===== src/rtl/mult_div_unit.sv =====
// mult_div_unit: sequential multiply/divide unit.
// Multiply is shift-add and divide is restoring division; both produce one bit per cycle.
// Optional signed support is compiled in when the macro MDU_SIGNED_EN is defined.
// That build adds the signedOp port and the FIX state.
module mult_div_unit #(
  parameter int WIDTH = 8
) (
  input  logic             clk,
  input  logic             reset,
  input  logic             start,
  input  logic             op,
`ifdef MDU_SIGNED_EN
  input  logic             signedOp,
`endif
  input  logic [WIDTH-1:0] opA,
  input  logic [WIDTH-1:0] opB,
  output logic             busy,
  output logic             done,
  output logic [WIDTH-1:0] hi,
  output logic [WIDTH-1:0] lo,
  output logic             divByZero
);

  localparam int CNT_W = $clog2(WIDTH + 1);
  localparam logic [CNT_W-1:0] LAST_ITER = CNT_W'(WIDTH - 1);

`ifdef MDU_SIGNED_EN
  typedef enum logic [1:0] {IDLE = 2'd0, RUN = 2'd1, DONE = 2'd2, FIX = 2'd3} state_t;
`else
  typedef enum logic [1:0] {IDLE = 2'd0, RUN = 2'd1, DONE = 2'd2} state_t;
`endif

  state_t state, state_next;

  // Operation context captured at the accept edge
  logic             op_q;
  logic             zero_div_q;
  logic [WIDTH-1:0] dividend_q;
  logic [WIDTH-1:0] b_q;

  // Working registers: {product hi, multiplier} or {partial remainder, quotient}
  logic [WIDTH-1:0] work_hi;
  logic [WIDTH-1:0] work_lo;
  logic [CNT_W-1:0] cnt;

  logic             accept;
  logic             last_iter;
  logic [WIDTH:0]   mul_sum;
  logic [WIDTH:0]   div_shift;
  logic [WIDTH:0]   div_diff;
  logic [WIDTH-1:0] step_hi;
  logic [WIDTH-1:0] step_lo;
  logic [WIDTH-1:0] mag_a;
  logic [WIDTH-1:0] mag_b;

`ifdef MDU_SIGNED_EN
  logic               sign_q;
  logic               neg_res_q;
  logic               neg_rem_q;
  logic [2*WIDTH-1:0] fix_prod;
  logic [WIDTH-1:0]   fix_hi;
  logic [WIDTH-1:0]   fix_lo;
`endif

  assign accept    = start && ((state == IDLE) || (state == DONE));
  assign last_iter = (cnt == LAST_ITER);

  // Operand magnitudes; the signed build strips signs so the core stays unsigned
  always_comb begin
    mag_a = opA;
    mag_b = opB;
`ifdef MDU_SIGNED_EN
    if (signedOp && opA[WIDTH-1]) mag_a = -opA;
    if (signedOp && opB[WIDTH-1]) mag_b = -opB;
`endif
  end

  // One iteration of either shift-add multiply or restoring divide
  always_comb begin
    mul_sum   = {1'b0, work_hi} + (work_lo[0] ? {1'b0, b_q} : '0);
    div_shift = {work_hi, work_lo[WIDTH-1]};
    div_diff  = div_shift - {1'b0, b_q};
    if (!op_q) begin
      step_hi = mul_sum[WIDTH:1];
      step_lo = {mul_sum[0], work_lo[WIDTH-1:1]};
    end else if (div_diff[WIDTH]) begin
      step_hi = div_shift[WIDTH-1:0];
      step_lo = {work_lo[WIDTH-2:0], 1'b0};
    end else begin
      step_hi = div_diff[WIDTH-1:0];
      step_lo = {work_lo[WIDTH-2:0], 1'b1};
    end
  end

`ifdef MDU_SIGNED_EN
  // Sign correction applied in FIX: remainder follows the dividend, quotient truncates to zero
  always_comb begin
    fix_prod = {work_hi, work_lo};
    fix_hi   = work_hi;
    fix_lo   = work_lo;
    if (!op_q) begin
      if (neg_res_q) fix_prod = -{work_hi, work_lo};
      fix_hi = fix_prod[2*WIDTH-1:WIDTH];
      fix_lo = fix_prod[WIDTH-1:0];
    end else begin
      if (neg_res_q) fix_lo = -work_lo;
      if (neg_rem_q) fix_hi = -work_hi;
    end
  end
`endif

  // Next-state logic; a zero divisor short-circuits straight from RUN to DONE
  always_comb begin
    state_next = state;
    case (state)
      IDLE: if (start) state_next = RUN;
      RUN: begin
        if (zero_div_q) begin
          state_next = DONE;
        end else if (last_iter) begin
`ifdef MDU_SIGNED_EN
          state_next = sign_q ? FIX : DONE;
`else
          state_next = DONE;
`endif
        end
      end
`ifdef MDU_SIGNED_EN
      FIX:  state_next = DONE;
`endif
      DONE: state_next = start ? RUN : IDLE;
      default: state_next = IDLE;
    endcase
  end

  // State register; reset wins over any pending start
  always_ff @(posedge clk) begin
    if (reset) state <= IDLE;
    else       state <= state_next;
  end

  // Datapath and registered outputs; hi/lo only change on completion
  always_ff @(posedge clk) begin
    if (reset) begin
      busy       <= 1'b0;
      done       <= 1'b0;
      divByZero  <= 1'b0;
      hi         <= '0;
      lo         <= '0;
      cnt        <= '0;
      op_q       <= 1'b0;
      zero_div_q <= 1'b0;
      dividend_q <= '0;
      b_q        <= '0;
      work_hi    <= '0;
      work_lo    <= '0;
`ifdef MDU_SIGNED_EN
      sign_q     <= 1'b0;
      neg_res_q  <= 1'b0;
      neg_rem_q  <= 1'b0;
`endif
    end else begin
      busy <= (state_next != IDLE) && (state_next != DONE);
      done <= (state_next == DONE);
      if (accept) begin
        op_q       <= op;
        zero_div_q <= op && (opB == '0);
        dividend_q <= opA;
        cnt        <= '0;
        work_hi    <= '0;
        work_lo    <= op ? mag_a : mag_b;
        b_q        <= op ? mag_b : mag_a;
`ifdef MDU_SIGNED_EN
        sign_q     <= signedOp;
        neg_res_q  <= signedOp && (opA[WIDTH-1] ^ opB[WIDTH-1]);
        neg_rem_q  <= signedOp && opA[WIDTH-1];
`endif
      end else if (state == RUN) begin
        if (zero_div_q) begin
          hi        <= dividend_q;
          lo        <= '1;
          divByZero <= 1'b1;
        end else begin
          work_hi <= step_hi;
          work_lo <= step_lo;
          cnt     <= cnt + 1'b1;
          if (last_iter && (state_next == DONE)) begin
            hi        <= step_hi;
            lo        <= step_lo;
            divByZero <= 1'b0;
          end
        end
      end
`ifdef MDU_SIGNED_EN
      else if (state == FIX) begin
        hi        <= fix_hi;
        lo        <= fix_lo;
        divByZero <= 1'b0;
      end
`endif
    end
  end

endmodule


===== config.mk =====
export PLATFORM = sky130hd
export DESIGN_NAME = mult_div_unit
export DESIGN_NICKNAME = d
export VERILOG_FILES = /design/src/rtl/mult_div_unit.sv
export SDC_FILE = /design/constraint.sdc
export NUM_CORES = 1
export LEC_CHECK = 0
export CORE_MARGIN = 3
export CORE_UTILIZATION = 42
export DETAILED_ROUTE_END_ITERATION = 7
export MAX_ROUTING_LAYER = met4
export PLACE_DENSITY = 0.74
export SLEW_MARGIN = 40
export SYNTH_ARGS = -nofsm -noshare
export SYNTH_HDL_FRONTEND = slang
export SYNTH_SLANG_ARGS = --single-unit

===== constraint.sdc =====
create_clock -name clk -period 3.14 [get_ports clk]
set_clock_uncertainty 0.15 [all_clocks]
set_input_delay 0.314 -clock clk [delete_from_list [all_inputs] [get_ports clk]]
set_output_delay 0.314 -clock clk [all_outputs]
set_load 0.01 [all_outputs]

==> impl_metrics.tcl <==
set metrics [dict create \
    drt_iter0_markers 202 \
    grt.total_usage 0.218 \
    grt_pass1_wl_mm 15.1 \
    vias_per_cell 5.68 \
    rows 32 \
    timing.rr.end "hi[6]" \
    rrSetupSlack_ns 0.29 \
    critPathSlowestCell "fa_1" \
    grt_pass1_vias 2976 \
    clock-sinks 59 \
    avgSynthCellArea_sq_um 8.38 \
    fmax_ghz 0.351 \
    power.density_nw_per_um2 486 \
    reg2regPathDepth 10 \
    ant_nets 0 \
    clk_latency_ns 0.34 \
    clockBufferDepth 2 \
    yosysWarnings 0 \
    pin_count 39 \
    num-nets-final 481 \
    cpMostUsedCell "a21oi_1" \
    critPathCaptureType "flip-flop" \
    cts_resized 0 \
    antenna_found_initial 0 \
    synthDistinctLibCells 58 \
    fin_area_sq_um 4100 \
    post_dp_cell_area_sq_um 3870 \
    overflow 0 \
    drt_first_pass_iters 5 \
    vias 3121 \
    grt_max_degree 29 \
    cts_buffers 9 \
    multi_input_area_sq_um 2060 \
    cp_cell_sequence "inv_1 -> ha_1 -> fa_1 -> nand2b_1 -> a211oi_2 -> mux2_4 -> a21oi_1 -> nor3b_2 -> o31ai_1 -> a21oi_1" \
    diodes 0 \
    dp_hpwl_mm 6.89 \
    die_h_um 96.0 \
    peakVddDrop_v 0.000340 \
    worstSetupStartpoint "work_lo[7]" \
    maxCapViolations 0 \
    hold_viol 0 \
    ys_ff_latch 59 \
    crit_cells 10 \
    use_met2 0.342 \
    wl_per_cell_um 16.6 \
    crit_path_max_fanout 4 \
    critPathCapture "hi[6]" \
    numPortBuffers 38 \
    leakage_nw 1.58 \
    clkTransAtPathRegs_ns 0.07 \
    crit_family "compound AO/OA/AOI/OAI gates" \
    synthesis.area_sq_um 3400 \
    worst_setup_path_start_kind "flip-flop" \
    drive_gt1_frac 0.0895 \
    core_area_sq_um 7810 \
    worst_slew_pin_slew_ns 0.649 \
    critical_path_buf_inv_count 1 \
    clkPwrFrac 0.396 \
    syn_nets 445 \
    setup_tns_ns 0 \
    top_usage_layer "met2" \
    syn_inst 406 \
    layout.area.seq_sq_um 1180 \
    ys_seq_area_frac 0.347 \
    switching_share 0.281 \
    hold_path.class "in -> reg" \
    ctsHoldBuffers 0 \
    p_int_mw 1.43 \
    synth_edf_count 0 \
    fillerInstances 730 \
    drc 0 \
    cts_tree "done" \
    pwr-share-comb 0.194 \
    die-area_sq_um 9210 \
    grt_setup_unrepaired "false" \
    critPathMaxStageDelay_ns 0.40 \
    post_cts.repair.setup_buffers 0 \
    p_sw_uw 559 \
    relSlewSlack 0.566 \
    maxSlewViolCount 0 \
    cts_root_buffer "clkbuf_8" \
    min_period_ns 2.85 \
    worstSetupPathType "reg -> reg" \
    synth-main-ff-cell "dfxtp_1" \
    holdWs_ns 0.260 \
    required_ns 3.26 \
    r2r_start "work_lo[7]" \
    post-route-period-util 0.907 \
    syn_to_final_growth_pct 20.5 \
    start_util 0.436 \
    drt_wl_total_mm 9.10 \
    fp.dieW_um 96.0 \
    finalSetupViolations 0 \
    arrival_ns 2.97 \
    pwr-share-seq 0.411 \
    gr-usage-met1 0.293 \
    met3_usage 0.0422 \
    gp_congestion 0.882 \
    synthArstFlopShare 0 \
    cts.htree.levels 3 \
    status "complete, no violations" \
]
[worst min path at each step]
stage | slack [ns] | to | startpoint | depth (start not counted)
2_1_floorplan | 0.28 | dividend_q[0] | dividend_q[0] | 2
3_3_place_gp | 0.29 | dividend_q[2] | dividend_q[2] | 2
3_5_place_dp | 0.30 | dividend_q[2] | dividend_q[2] | 2
4_1_cts | 0.25 | work_lo[7] | reset | 2
5_1_grt | 0.29 | work_lo[6] | reset | 2
6_report | 0.26 | work_lo[7] | reset | 2
[Yosys cell counts, types with 3 or more instances]
master | number | area [sq um]
a211o_1 | 3 | 26.3
a211oi_1 | 13 | 97.6
a21oi_1 | 44 | 220
a311oi_1 | 11 | 96.3
and2_1 | 8 | 50.1
buf_4 | 3 | 22.5
clkbuf_1 | 16 | 60.1
dfxtp_1 | 59 | 1180
ha_1 | 17 | 213
inv_1 | 12 | 45.0
mux2i_1 | 24 | 240
nand2_1 | 41 | 154
nand2b_1 | 5 | 31.3
nand3_1 | 3 | 15.0
nor2_1 | 49 | 184
nor2b_1 | 4 | 25.0
nor3_1 | 7 | 35.0
o21a_1 | 7 | 52.6
o21ai_0 | 13 | 65.1
o22ai_1 | 7 | 43.8
o31ai_1 | 4 | 30.0
or3_1 | 4 | 25.0
xnor2_1 | 6 | 52.6
xor2_1 | 5 | 43.8
[flip-flops by register name, summed over array words and instances (netlist names), 2 cells and up]
signal      flops
b_q             8
hi              8
work_hi         8
dividend_q      8
state           2
lo              8
work_lo         8
cnt             4
[metal layers]
metal | vias up | part of all wire
li1 | 1535 | -
met1 | 1479 | 0.47
met2 | 95 | 0.47
met3 | 12 | 0.051
met4 | 0 | 0.0096
met5 | - | 0
[per-stage QoR]
step,instances,util,total power [mW],setup WS [ns]
3_3_place_gp,533,0.496,1.20,0.391
2_1_floorplan,406,-,1.11,0.538
6_report,549,0.525,1.99,0.292
3_5_place_dp,533,0.496,1.21,0.322
4_1_cts,549,0.525,2.00,0.314
5_1_grt,549,0.525,2.08,0.0968
[worst reg2reg max path, cell delays in order (launching register included)]
cell      delay, ns
dfxtp_1        0.37
inv_1          0.06
ha_1           0.21
fa_1           0.40
nand2b_1       0.20
a211oi_2       0.22
mux2_4         0.36
a21oi_1        0.32
nor3b_2        0.27
o31ai_1        0.11
a21oi_1        0.12
[cell families (layout without fill, tap and decap cells)]
logic type,Yosys count,count (layout),synth area share
AOI/OAI and AO/OA,122,122,0.242
xor gates and xnor gates,11,11,0.0283
adders and majority gates,19,19,0.0743
buffers and inverters,36,77,0.0471
DFF,59,59,0.347
muxes,26,26,0.0784
and+or+nand+nor,133,133,0.182
[area by class of cell]
cell class                      instances  share of cell area
Multi-Input combinational cell        311               0.503
Sequential cell                        59               0.288
Timing Repair Buffer                   48               0.110
Clock buffer                           12              0.0379
Tap cell                              102              0.0311
Clock inverter                          4              0.0177
Inverter                               13              0.0119
[power by group through the flow]
stage	Combinational [mW]	Clock, mW	Sequential (mW)
2_1_floorplan	0.293	0	0.818
3_3_place_gp	0.372	0	0.831
3_5_place_dp	0.379	0	0.832
4_1_cts	0.383	0.799	0.815
5_1_grt	0.426	0.831	0.820
6_report	0.385	0.788	0.817
[cell usage in the layout, fill, tap and decap left out, types with 4 or more instances in the layout]
| master | instances |
|---|---|
| xor2_1 | 5 |
| nor2_1 | 49 |
| o22ai_1 | 7 |
| o21ai_0 | 13 |
| nand2_1 | 41 |
| o21a_1 | 7 |
| xnor2_1 | 6 |
| and2_1 | 8 |
| mux2i_1 | 24 |
| clkdlybuf4s50_1 | 37 |
| nor3_1 | 7 |
| nand2b_1 | 5 |
| clkbuf_8 | 11 |
| a211oi_1 | 13 |
| a311oi_1 | 11 |
| or3_1 | 4 |
| ha_1 | 17 |
| a21oi_1 | 44 |
| inv_1 | 12 |
| dfxtp_1 | 59 |
| buf_4 | 10 |
| o31ai_1 | 4 |
Note: power is estimated with default switching activity, not from simulation.
